[config.mk]
export PLATFORM = sky130hd
export DESIGN_NAME = mem_bus_arbiter
export DESIGN_NICKNAME = d
export VERILOG_FILES = /design/src/rtl/mem_bus_arbiter_pkg.sv /design/src/rtl/mem_bus_arbiter.sv
export SDC_FILE = /design/constraint.sdc
export NUM_CORES = 1
export LEC_CHECK = 0
export CORE_MARGIN = 8
export CORE_UTILIZATION = 40
export DETAILED_ROUTE_END_ITERATION = 6
export GPL_ROUTABILITY_DRIVEN = 0
export PLACE_DENSITY = 0.73
export SLEW_MARGIN = 30
export SYNTH_ARGS = -nofsm -noshare
export SYNTH_HDL_FRONTEND = slang
export SYNTH_SLANG_ARGS = --single-unit
[constraint.sdc]
create_clock -name clk -period 2.6 [get_ports clk]
set_input_delay 0.78 -clock clk [delete_from_list [all_inputs] [get_ports clk]]
set_output_delay 0.78 -clock clk [all_outputs]
set_load 0.01 [all_outputs]
[src/rtl/mem_bus_arbiter_pkg.sv]
`default_nettype none
// ============================================================================
// Module   : mem_bus_arbiter_pkg
// Brief    : Shared FSM encoding, port IDs and timeout default for the arbiter
// Revision : 1.0 - initial release
// ============================================================================
package mem_bus_arbiter_pkg;

  typedef enum logic [1:0] {
    IDLE = 2'd0,
    BUSY = 2'd1,
    DONE = 2'd2
  } state_t;

  localparam logic PORT_IF = 1'b0;
  localparam logic PORT_D  = 1'b1;

  localparam int DEFAULT_TIMEOUT_CYCLES = 255;

endpackage
`default_nettype wire

[src/rtl/mem_bus_arbiter.sv]
`default_nettype none
// ============================================================================
// Module   : mem_bus_arbiter
// Brief    : Round-robin arbiter sharing one memory port between IF and data
// Revision : 1.0 - initial release
// ============================================================================
module mem_bus_arbiter
  import mem_bus_arbiter_pkg::*;
#(
  parameter int TIMEOUT_CYCLES = DEFAULT_TIMEOUT_CYCLES
) (
  input  logic        clk,
  input  logic        rst_n,
  input  logic        if_req,
  input  logic [31:0] if_addr,
  input  logic [3:0]  if_sel_n,
  output logic        if_done,
  output logic [31:0] if_rdata,
  output logic        if_err,
  input  logic        d_req,
  input  logic        d_we_n,
  input  logic [31:0] d_addr,
  input  logic [31:0] d_wdata,
  input  logic [3:0]  d_sel_n,
  output logic        d_done,
  output logic [31:0] d_rdata,
  output logic        d_err,
  output logic        mem_en,
  output logic [31:0] mem_addr,
  output logic [31:0] mem_wdata,
  output logic        mem_we_n,
  output logic [3:0]  mem_sel_n,
  input  logic [31:0] mem_rdata,
  input  logic        mem_done
);

  localparam int c_TIMER_W = (TIMEOUT_CYCLES > 255) ? $clog2(TIMEOUT_CYCLES + 1) : 8;
  localparam logic [c_TIMER_W-1:0] c_TIMER_LAST = c_TIMER_W'(TIMEOUT_CYCLES - 1);

  state_t                 r_state;
  state_t                 w_state_nxt;
  logic                   w_start;
  logic                   w_complete;
  logic                   w_expire;
  logic                   w_pick;
  logic                   w_busy;
  logic                   r_grant;
  logic                   r_last_grant;
  logic [c_TIMER_W-1:0]   r_timer;
  logic [31:0]            r_addr;
  logic [31:0]            r_wdata;
  logic                   r_we_n;
  logic [3:0]             r_sel_n;
  logic [31:0]            r_if_rdata;
  logic                   r_if_err;
  logic [31:0]            r_d_rdata;
  logic                   r_d_err;
  logic [31:0]            w_result;

  // Ties go to whichever port was not served last.
  always_comb begin
    if (if_req && d_req) w_pick = ~r_last_grant;
    else if (d_req)      w_pick = PORT_D;
    else                 w_pick = PORT_IF;
  end

  always_comb begin
    w_state_nxt = r_state;
    w_start     = 1'b0;
    w_complete  = 1'b0;
    w_expire    = 1'b0;
    case (r_state)
      IDLE: begin
        if (if_req || d_req) begin
          w_start     = 1'b1;
          w_state_nxt = BUSY;
        end
      end
      BUSY: begin
        // A completion on the final allowed cycle wins over the timeout.
        if (mem_done) begin
          w_complete  = 1'b1;
          w_state_nxt = DONE;
        end else if (r_timer == c_TIMER_LAST) begin
          w_expire    = 1'b1;
          w_state_nxt = DONE;
        end
      end
      DONE:    w_state_nxt = IDLE;
      default: w_state_nxt = IDLE;
    endcase
  end

  always_ff @(posedge clk or negedge rst_n) begin
    if (!rst_n) r_state <= IDLE;
    else        r_state <= w_state_nxt;
  end

  assign w_result = (w_complete && r_we_n) ? mem_rdata : 32'h0;

  always_ff @(posedge clk or negedge rst_n) begin
    if (!rst_n) begin
      r_grant      <= PORT_IF;
      r_last_grant <= PORT_IF;
      r_timer      <= '0;
      r_addr       <= 32'h0;
      r_wdata      <= 32'h0;
      r_we_n       <= 1'b1;
      r_sel_n      <= 4'hF;
      r_if_rdata   <= 32'h0;
      r_if_err     <= 1'b0;
      r_d_rdata    <= 32'h0;
      r_d_err      <= 1'b0;
    end else begin
      if (w_start) begin
        r_grant      <= w_pick;
        r_last_grant <= w_pick;
        r_timer      <= '0;
        if (w_pick == PORT_D) begin
          r_addr  <= d_addr;
          r_wdata <= d_wdata;
          r_we_n  <= d_we_n;
          r_sel_n <= d_sel_n;
        end else begin
          r_addr  <= if_addr;
          r_wdata <= 32'h0;
          r_we_n  <= 1'b1;
          r_sel_n <= if_sel_n;
        end
      end else if (w_busy && !mem_done) begin
        r_timer <= r_timer + c_TIMER_W'(1);
      end

      if (w_complete || w_expire) begin
        if (r_grant == PORT_D) begin
          r_d_rdata <= w_result;
          r_d_err   <= w_expire;
        end else begin
          r_if_rdata <= w_result;
          r_if_err   <= w_expire;
        end
      end
    end
  end

  // The bus is parked at its reset values whenever no transaction is active.
  assign w_busy    = (r_state == BUSY);
  assign mem_en    = w_busy;
  assign mem_addr  = w_busy ? r_addr  : 32'h0;
  assign mem_wdata = w_busy ? r_wdata : 32'h0;
  assign mem_we_n  = w_busy ? r_we_n  : 1'b1;
  assign mem_sel_n = w_busy ? r_sel_n : 4'hF;

  assign if_done  = (r_state == DONE) && (r_grant == PORT_IF);
  assign d_done   = (r_state == DONE) && (r_grant == PORT_D);
  assign if_rdata = r_if_rdata;
  assign if_err   = r_if_err;
  assign d_rdata  = r_d_rdata;
  assign d_err    = r_d_err;

endmodule
`default_nettype wire
# Word-level counts from Yosys, hierarchy flattened
# Index checks and enable logic that the tools add are counted.
dict set report totals {
  rom_bits 0
  regBits 146
  memories 0
  latchBits 0
  output_inout_bits 138
  inputBits 142
  ramBits 0
}
dict set report classes {
  eq_ne 5
  n_bitwise 1
  n_reduce_logical 13
  magnitude_cmp 0
  n_shift 0
  n_div 0
  addsub 1
  mux 24
  n_mul 0
}
# cell n
set ops {}
lappend ops {{2-to-1 mux 32 bit} 5}
lappend ops {{2-to-1 mux 8 bit} 2}
lappend ops {{2-to-1 mux 1 bit} 11}
lappend ops {{adder 8 x 1 -> 8 bit (second input constant)} 1}
lappend ops {{equality test 8 bit (second input constant)} 1}
lappend ops {{2-to-1 mux 4 bit} 2}
lappend ops {{2-to-1 mux 2 bit} 3}
lappend ops {{AND reduction 2 bit} 3}
lappend ops {{logical AND 1 bit} 5}
lappend ops {{case mux 2 bit (2 select lines)} 1}
lappend ops {{inequality test 3 x 2 -> 1 bit (second input constant)} 1}
lappend ops {{equality test 2 x 1 -> 1 bit (second input constant)} 1}
lappend ops {{equality test 2 bit (second input constant)} 1}
lappend ops {{zero test 2 bit} 1}
lappend ops {{logical OR 1 bit} 2}
lappend ops {{inequality test 2 bit (second input constant)} 1}
lappend ops {{nonzero test 2 bit} 1}
lappend ops {{zero test 1 bit} 1}
lappend ops {{inverter 1 bit} 1}

# Depth between registers and ports, before layout
dict set report depth {
  depth_word 6
  mapped_depth 7
}

# Worst setup path before layout
# Ideal clock, no wire load.
dict set report synth_timing {
  path_kind {register to output}
  start {reg r_state[1]}
  end {out mem_wdata[23]}
  n_path_buf 3
  path_stages_with_launch 6
  required_time_ns 1.820
  t_arrival_ns 1.283
  setup_slack_ns 0.537
  cell_sequence {dfrtp_1 buf_6 nor2b_1 clkbuf_1 clkbuf_1 and2_1}
}
dict set report synth_between {
  elab_chain_cells 2
}
# element line_no
set synth_rtl {}
lappend synth_rtl {{from (decl)} mem_bus_arbiter.sv:40} ;# state_t r_state;
lappend synth_rtl {{from (signal assigned)} mem_bus_arbiter.sv:96} ;# else r_state <= w_state_nxt;
lappend synth_rtl {{equality test 2 x 1 -> 1 bit} mem_bus_arbiter.sv:147} ;# assign w_busy = (r_state == BUSY);
lappend synth_rtl {{via mem_en} mem_bus_arbiter.sv:28} ;# output logic mem_en,
lappend synth_rtl {{2-to-1 mux 32 bit} mem_bus_arbiter.sv:150} ;# assign mem_wdata = w_busy ? r_wdata : 32'h0;
lappend synth_rtl {{to (decl)} mem_bus_arbiter.sv:30} ;# output logic [31:0] mem_wdata,
# The timed path passes the listed nets, and every way through them passes these cells.

# Worst setup path in the final report
dict set report layout_timing {
  start {reg r_state[1]}
  end {out mem_addr[2]}
}
dict set report layout_between {
  elab_chain_cells 2
}
# element line_no
set layout_rtl {}
lappend layout_rtl {{equality test 2 x 1 -> 1 bit} mem_bus_arbiter.sv:147}
lappend layout_rtl {{2-to-1 mux 32 bit} mem_bus_arbiter.sv:149} ;# assign mem_addr = w_busy ? r_addr : 32'h0;
lappend layout_rtl {{to (decl)} mem_bus_arbiter.sv:29} ;# output logic [31:0] mem_addr,
# No other way between the ends.

==> tab_implementation.tex <==
\begin{tabular}{lr}
\hline
Metric & Value \\
\hline
\multicolumn{2}{l}{\textbf{Synthesis}} \\
\quad Largest cells by area after synthesis & sky130\_fd\_sc\_hd\_\_dfrtp\_1 (48\%), sky130\_fd\_sc\_hd\_\_mux2i\_1 (14\%), sky130\_fd\_sc\_hd\_\_o21ai\_0 (9.4\%) \\
\quad Number of synthesized flops with an enable pin & 0 \\
\quad Most common flop cell mapped by yosys & sky130\_fd\_sc\_hd\_\_dfrtp\_1 \\
\quad Synthesis Warnings & 0 \\
\quad Synthesized-area fraction occupied by adder cells & less than 1\% \\
\quad Post-synthesis share of cell area spent on and, or, nand and nor gates & 16.6\% \\
\quad Synth Cell Area & 7290 um\^{}2 \\
\quad Share of flip-flops with an asynchronous set or reset after synthesis & between 90\% and 100\% \\
\quad Library cell with the largest summed area after synthesis & sky130\_fd\_sc\_hd\_\_dfrtp\_1 \\
\quad Syn\_nets & $\sim$840 \\
\quad Area fraction in compound gates after synthesis & between 10 and 15\% \\
\quad Fraction of synthesized cell area in xor and xnor cells & less than 1\% \\
\quad Post-Syn Area per Cell & about 10 um\^{}2 \\
\quad Syn Inst Count & 695 \\
\quad Largest family of logic cells by synthesized area & simple AND/OR/NAND/NOR gates \\
\quad Mux contribution to synthesized area & 14.3\% \\
\quad Fraction of synthesized cell area taken by the top area cell type & $\sim$48\% \\
\quad Post-synthesis sequential element count & between 100 and 150 \\
\quad Number of distinct standard cells referenced by the synthesized netlist & 38 \\
\quad Sequential-to-total area share from yosys stat & roughly half \\
\multicolumn{2}{l}{\textbf{STA}} \\
\quad Number of max-slew violations in the final report & 0 \\
\quad Final Critical Period & 2.49 ns \\
\quad Worst clock skew & 0.00983 ns \\
\quad Fin worst setup slack & approximately 0.11 ns \\
\quad Transition time at the pin with the least slew margin & 0.728 ns \\
\quad Unrepaired setup endpoints after global routing & false \\
\quad Fin Setup TNS & 0 ns \\
\quad Worst slew margin relative to its limit & 51.4\% \\
\quad Top achievable clock speed & 401 MHz \\
\quad Number of failing hold endpoints at the final stage & 0 \\
\quad Share of the clock period used by the worst path & 95.9\% \\
\quad Number of setup violations in the final report & 0 \\
\multicolumn{2}{l}{\textbf{Power}} \\
\quad Power per cell area & 1080 nW/um\^{}2 \\
\quad Highest ir drop seen on vdd & around 550 uV \\
\quad Static leakage power & 4.92 nW \\
\multicolumn{2}{l}{\textbf{CTS}} \\
\quad H-tree depth reported by CTS & 4 \\
\quad Clock sink count & 146 \\
\quad Reg clk slew, reported paths & 0.06 ns \\
\quad CTS buffer count & 17 \\
\quad Clock buffer depth & 2 \\
\quad Cell chosen for the clock root & sky130\_fd\_sc\_hd\_\_clkbuf\_16 \\
\quad TritonCTS clock tree & done \\
\quad Clock latency reported for the late side of the worst-skew pair & 0.42 ns \\
\multicolumn{2}{l}{\textbf{Cells and area}} \\
\quad Antenna diode instance count & 0 \\
\quad Final design utilization & 61.6\% \\
\quad Fraction of final layout cells with drive strength greater than 1 & between 7 and 8\% \\
\quad Top library cells by usage in the layout, fill and taps aside & sky130\_fd\_sc\_hd\_\_clkdlybuf4s50\_1 (205), sky130\_fd\_sc\_hd\_\_dfrtp\_1 (140), sky130\_fd\_sc\_hd\_\_o21ai\_0 (137) \\
\quad Filler cells & about 1600 \\
\quad Final nets & about 1100 \\
\quad Signed area change from the synthesized netlist to the final layout & 51.4\% \\
\quad Most frequent standard cell in the layout excluding fill and tap cells & sky130\_fd\_sc\_hd\_\_clkdlybuf4s50\_1 \\
\multicolumn{2}{l}{\textbf{Die}} \\
\quad Die Span Y & approximately 150 um \\
\quad Die Outline Area & approximately 23000 um\^{}2 \\
\quad CORE AREA & 17900 um\^{}2 \\
\quad Overall die width & 151 um \\
\quad Number of core rows & 49 \\
\quad Initial cell density of the core & roughly two fifths \\
\quad I/O pin count & 280 \\
\multicolumn{2}{l}{\textbf{Critical path}} \\
\quad Worst R2R End & r\_we\_n \\
\quad Worst EP arrival & between 1.5 and 2 ns \\
\quad Data required time of the worst path & approximately 1.8 ns \\
\quad Kind of launch point of the worst setup path & flop \\
\quad Crit path capture type & output pin \\
\quad Crit path launch & r\_state[1] \\
\quad Source of the worst register-to-register timing path & r\_state[1] \\
\quad Worst reg2reg setup slack & 0.80 ns \\
\quad Critical path endpoint & mem\_addr[2] \\
\quad Number of cells on the worst reg-to-reg path & 4 \\
\quad Kind of critical path & flop to output pin \\
\quad Crit-path max FO & 18 \\
\multicolumn{2}{l}{\textbf{Placed design}} \\
\quad Number of port buffers & approximately 280 \\
\quad Pre-CTS worst setup slack & 0.206 ns \\
\quad Dpl hpwl & 16.4 mm \\
\multicolumn{2}{l}{\textbf{Global routing}} \\
\quad Wire length of the first global-routing pass & 37.5 mm \\
\quad Total Routing Usage GR & 21.1\% \\
\quad GRT Residual Overflow & 0 \\
\quad Vias in the first global route & roughly 6600 \\
\quad Number of antenna violations at the first check in global routing & 0 \\
\quad Largest net degree at the start of global routing & between 60 and 70 \\
\multicolumn{2}{l}{\textbf{Detailed routing}} \\
\quad DR vias/cell & 5.20 \\
\quad Number of DRC markers after the initial detailed-route iteration & 388 \\
\quad Routed length per instance & 20.0 um \\
\quad Residual antenna-violating net count after detailed routing & 0 \\
\quad First-pass iteration count of the detailed router & 4 \\
\quad Total detailed-routing wirelength & 24.0 mm \\
\quad Via count & 6220 \\
\quad Number of DRC violations after detailed routing & 0 \\
\multicolumn{2}{l}{\textbf{Worst hold path}} \\
\quad Kind of path behind the tightest hold check & input port to asynchronous set/reset pin \\
\multicolumn{2}{l}{\textbf{Run}} \\
\quad MaxCap Viol Count & 0 \\
\multicolumn{2}{l}{\textbf{Run status}} \\
\quad Result of the run & complete, no violations \\
\hline
\end{tabular}
==> worst min-delay path by stage <==
| stage | start | slack (ns) | cells past startpoint | end |
|---|---|---|---|---|
| after global placement | r_timer[7] | 0.45 | 1 | r_timer[7] |
| after CTS | rst_n | 0.29 | 1 | if_rdata[5] |
| after detailed placement | r_timer[7] | 0.47 | 1 | r_timer[7] |
| after global routing | rst_n | 0.28 | 1 | if_rdata[5] |
| after floorplan | r_timer[7] | 0.43 | 1 | r_timer[7] |
| final | rst_n | 0.28 | 1 | if_rdata[5] |
==> metal layers <==
| layer | share of wire, % | vias up | track usage [%] | routed length (um) |
|---|---|---|---|---|
| li1 | - | 2959 | - | - |
| met1 | 43 | 3014 | 26.4 | 10400 |
| met2 | 45 | 225 | 32.7 | 10900 |
| met3 | 9.6 | 22 | 9.26 | 2300 |
| met4 | 1.7 | 0 | 5.94 | 417 |
| met5 | 0 | - | 0 | 0 |
==> Yosys cell counts, types with 2 or more instances <==
library cell               instances
sky130_fd_sc_hd__nand4_1           2
sky130_fd_sc_hd__clkbuf_2          2
sky130_fd_sc_hd__and2_1           67
sky130_fd_sc_hd__o21ai_0         137
sky130_fd_sc_hd__o21ai_1           5
sky130_fd_sc_hd__a22o_1           32
sky130_fd_sc_hd__and3_1           33
sky130_fd_sc_hd__dfstp_2           5
sky130_fd_sc_hd__ha_1              2
sky130_fd_sc_hd__dfrtp_1         141
sky130_fd_sc_hd__mux2i_1         104
sky130_fd_sc_hd__nor2_1            6
sky130_fd_sc_hd__clkbuf_1         40
sky130_fd_sc_hd__inv_1             3
sky130_fd_sc_hd__buf_2            18
sky130_fd_sc_hd__nand2_1           2
sky130_fd_sc_hd__nand3_1           3
sky130_fd_sc_hd__a21oi_1           2
sky130_fd_sc_hd__nand2b_1         69
sky130_fd_sc_hd__xnor2_1           2
sky130_fd_sc_hd__nor3b_1           3
==> per-stage QoR <==
step / hold slack (ns) / instances / power, W / cell area [um^2]
final: 0.281 / 1196 / 0.0119 / 11000
after global routing: 0.280 / 1196 / 0.0127 / 11000
after CTS: 0.289 / 1196 / 0.0120 / 11000
after detailed placement: 0.469 / 1161 / 0.00939 / 10400
after global placement: 0.447 / 1161 / 0.00927 / 10400
after floorplan: 0.431 / 695 / 0.00654 / 7290
==> cells by family after synthesis <==
logic type	count (synthesis)
buf+inv	64
simple gates	193
flops	146
compound gates	184
fa+ha+maj	2
xor+xnor	2
mux	104
==> power breakdown <==
group / internal, W / switching (W) / leakage, nW
logic: 0.00274 / 0.00259 / 2.95
clock network: 0.00169 / 0.000971 / 0.305
registers: 0.00326 / 0.000641 / 1.66
==> cell type report <==
type,instances,area (um^2),area share (%)
Sequential cell,146,3660,33.2
Timing Repair Buffer,301,3030,27.5
Tap cell,229,287,2.60
Clock inverter,12,178,1.61
Clock buffer,20,467,4.23
Inverter,3,11.3,0.102
Multi-Input combinational cell,485,3390,30.8
==> sequential cells by signal (all words and copies together), names as in the netlist <==
name,count
r_addr,32
r_wdata,32
d_rdata,32
r_we_n,1
r_state,2
if_rdata,32
r_last_grant,1
d_err,1
r_timer,8
if_err,1
r_sel_n,4
==> repair_timing <==
action,4_1_cts,5_1_grt
hold buffers,0,0
gates resized for setup,73,2
endpoints found under the setup margin,71,1
gates cloned,2,0
buffers inserted,1,0
==> critical path, stage by stage, from the launching register on <==
cell	delay, ns
sky130_fd_sc_hd__dfrtp_1	0.41
sky130_fd_sc_hd__nor2b_4	0.18
sky130_fd_sc_hd__buf_12	0.14
sky130_fd_sc_hd__buf_16	0.15
sky130_fd_sc_hd__and2_1	0.14
sky130_fd_sc_hd__dlygate4sd2_1	0.27
Note: power is estimated with default switching activity, not from simulation.
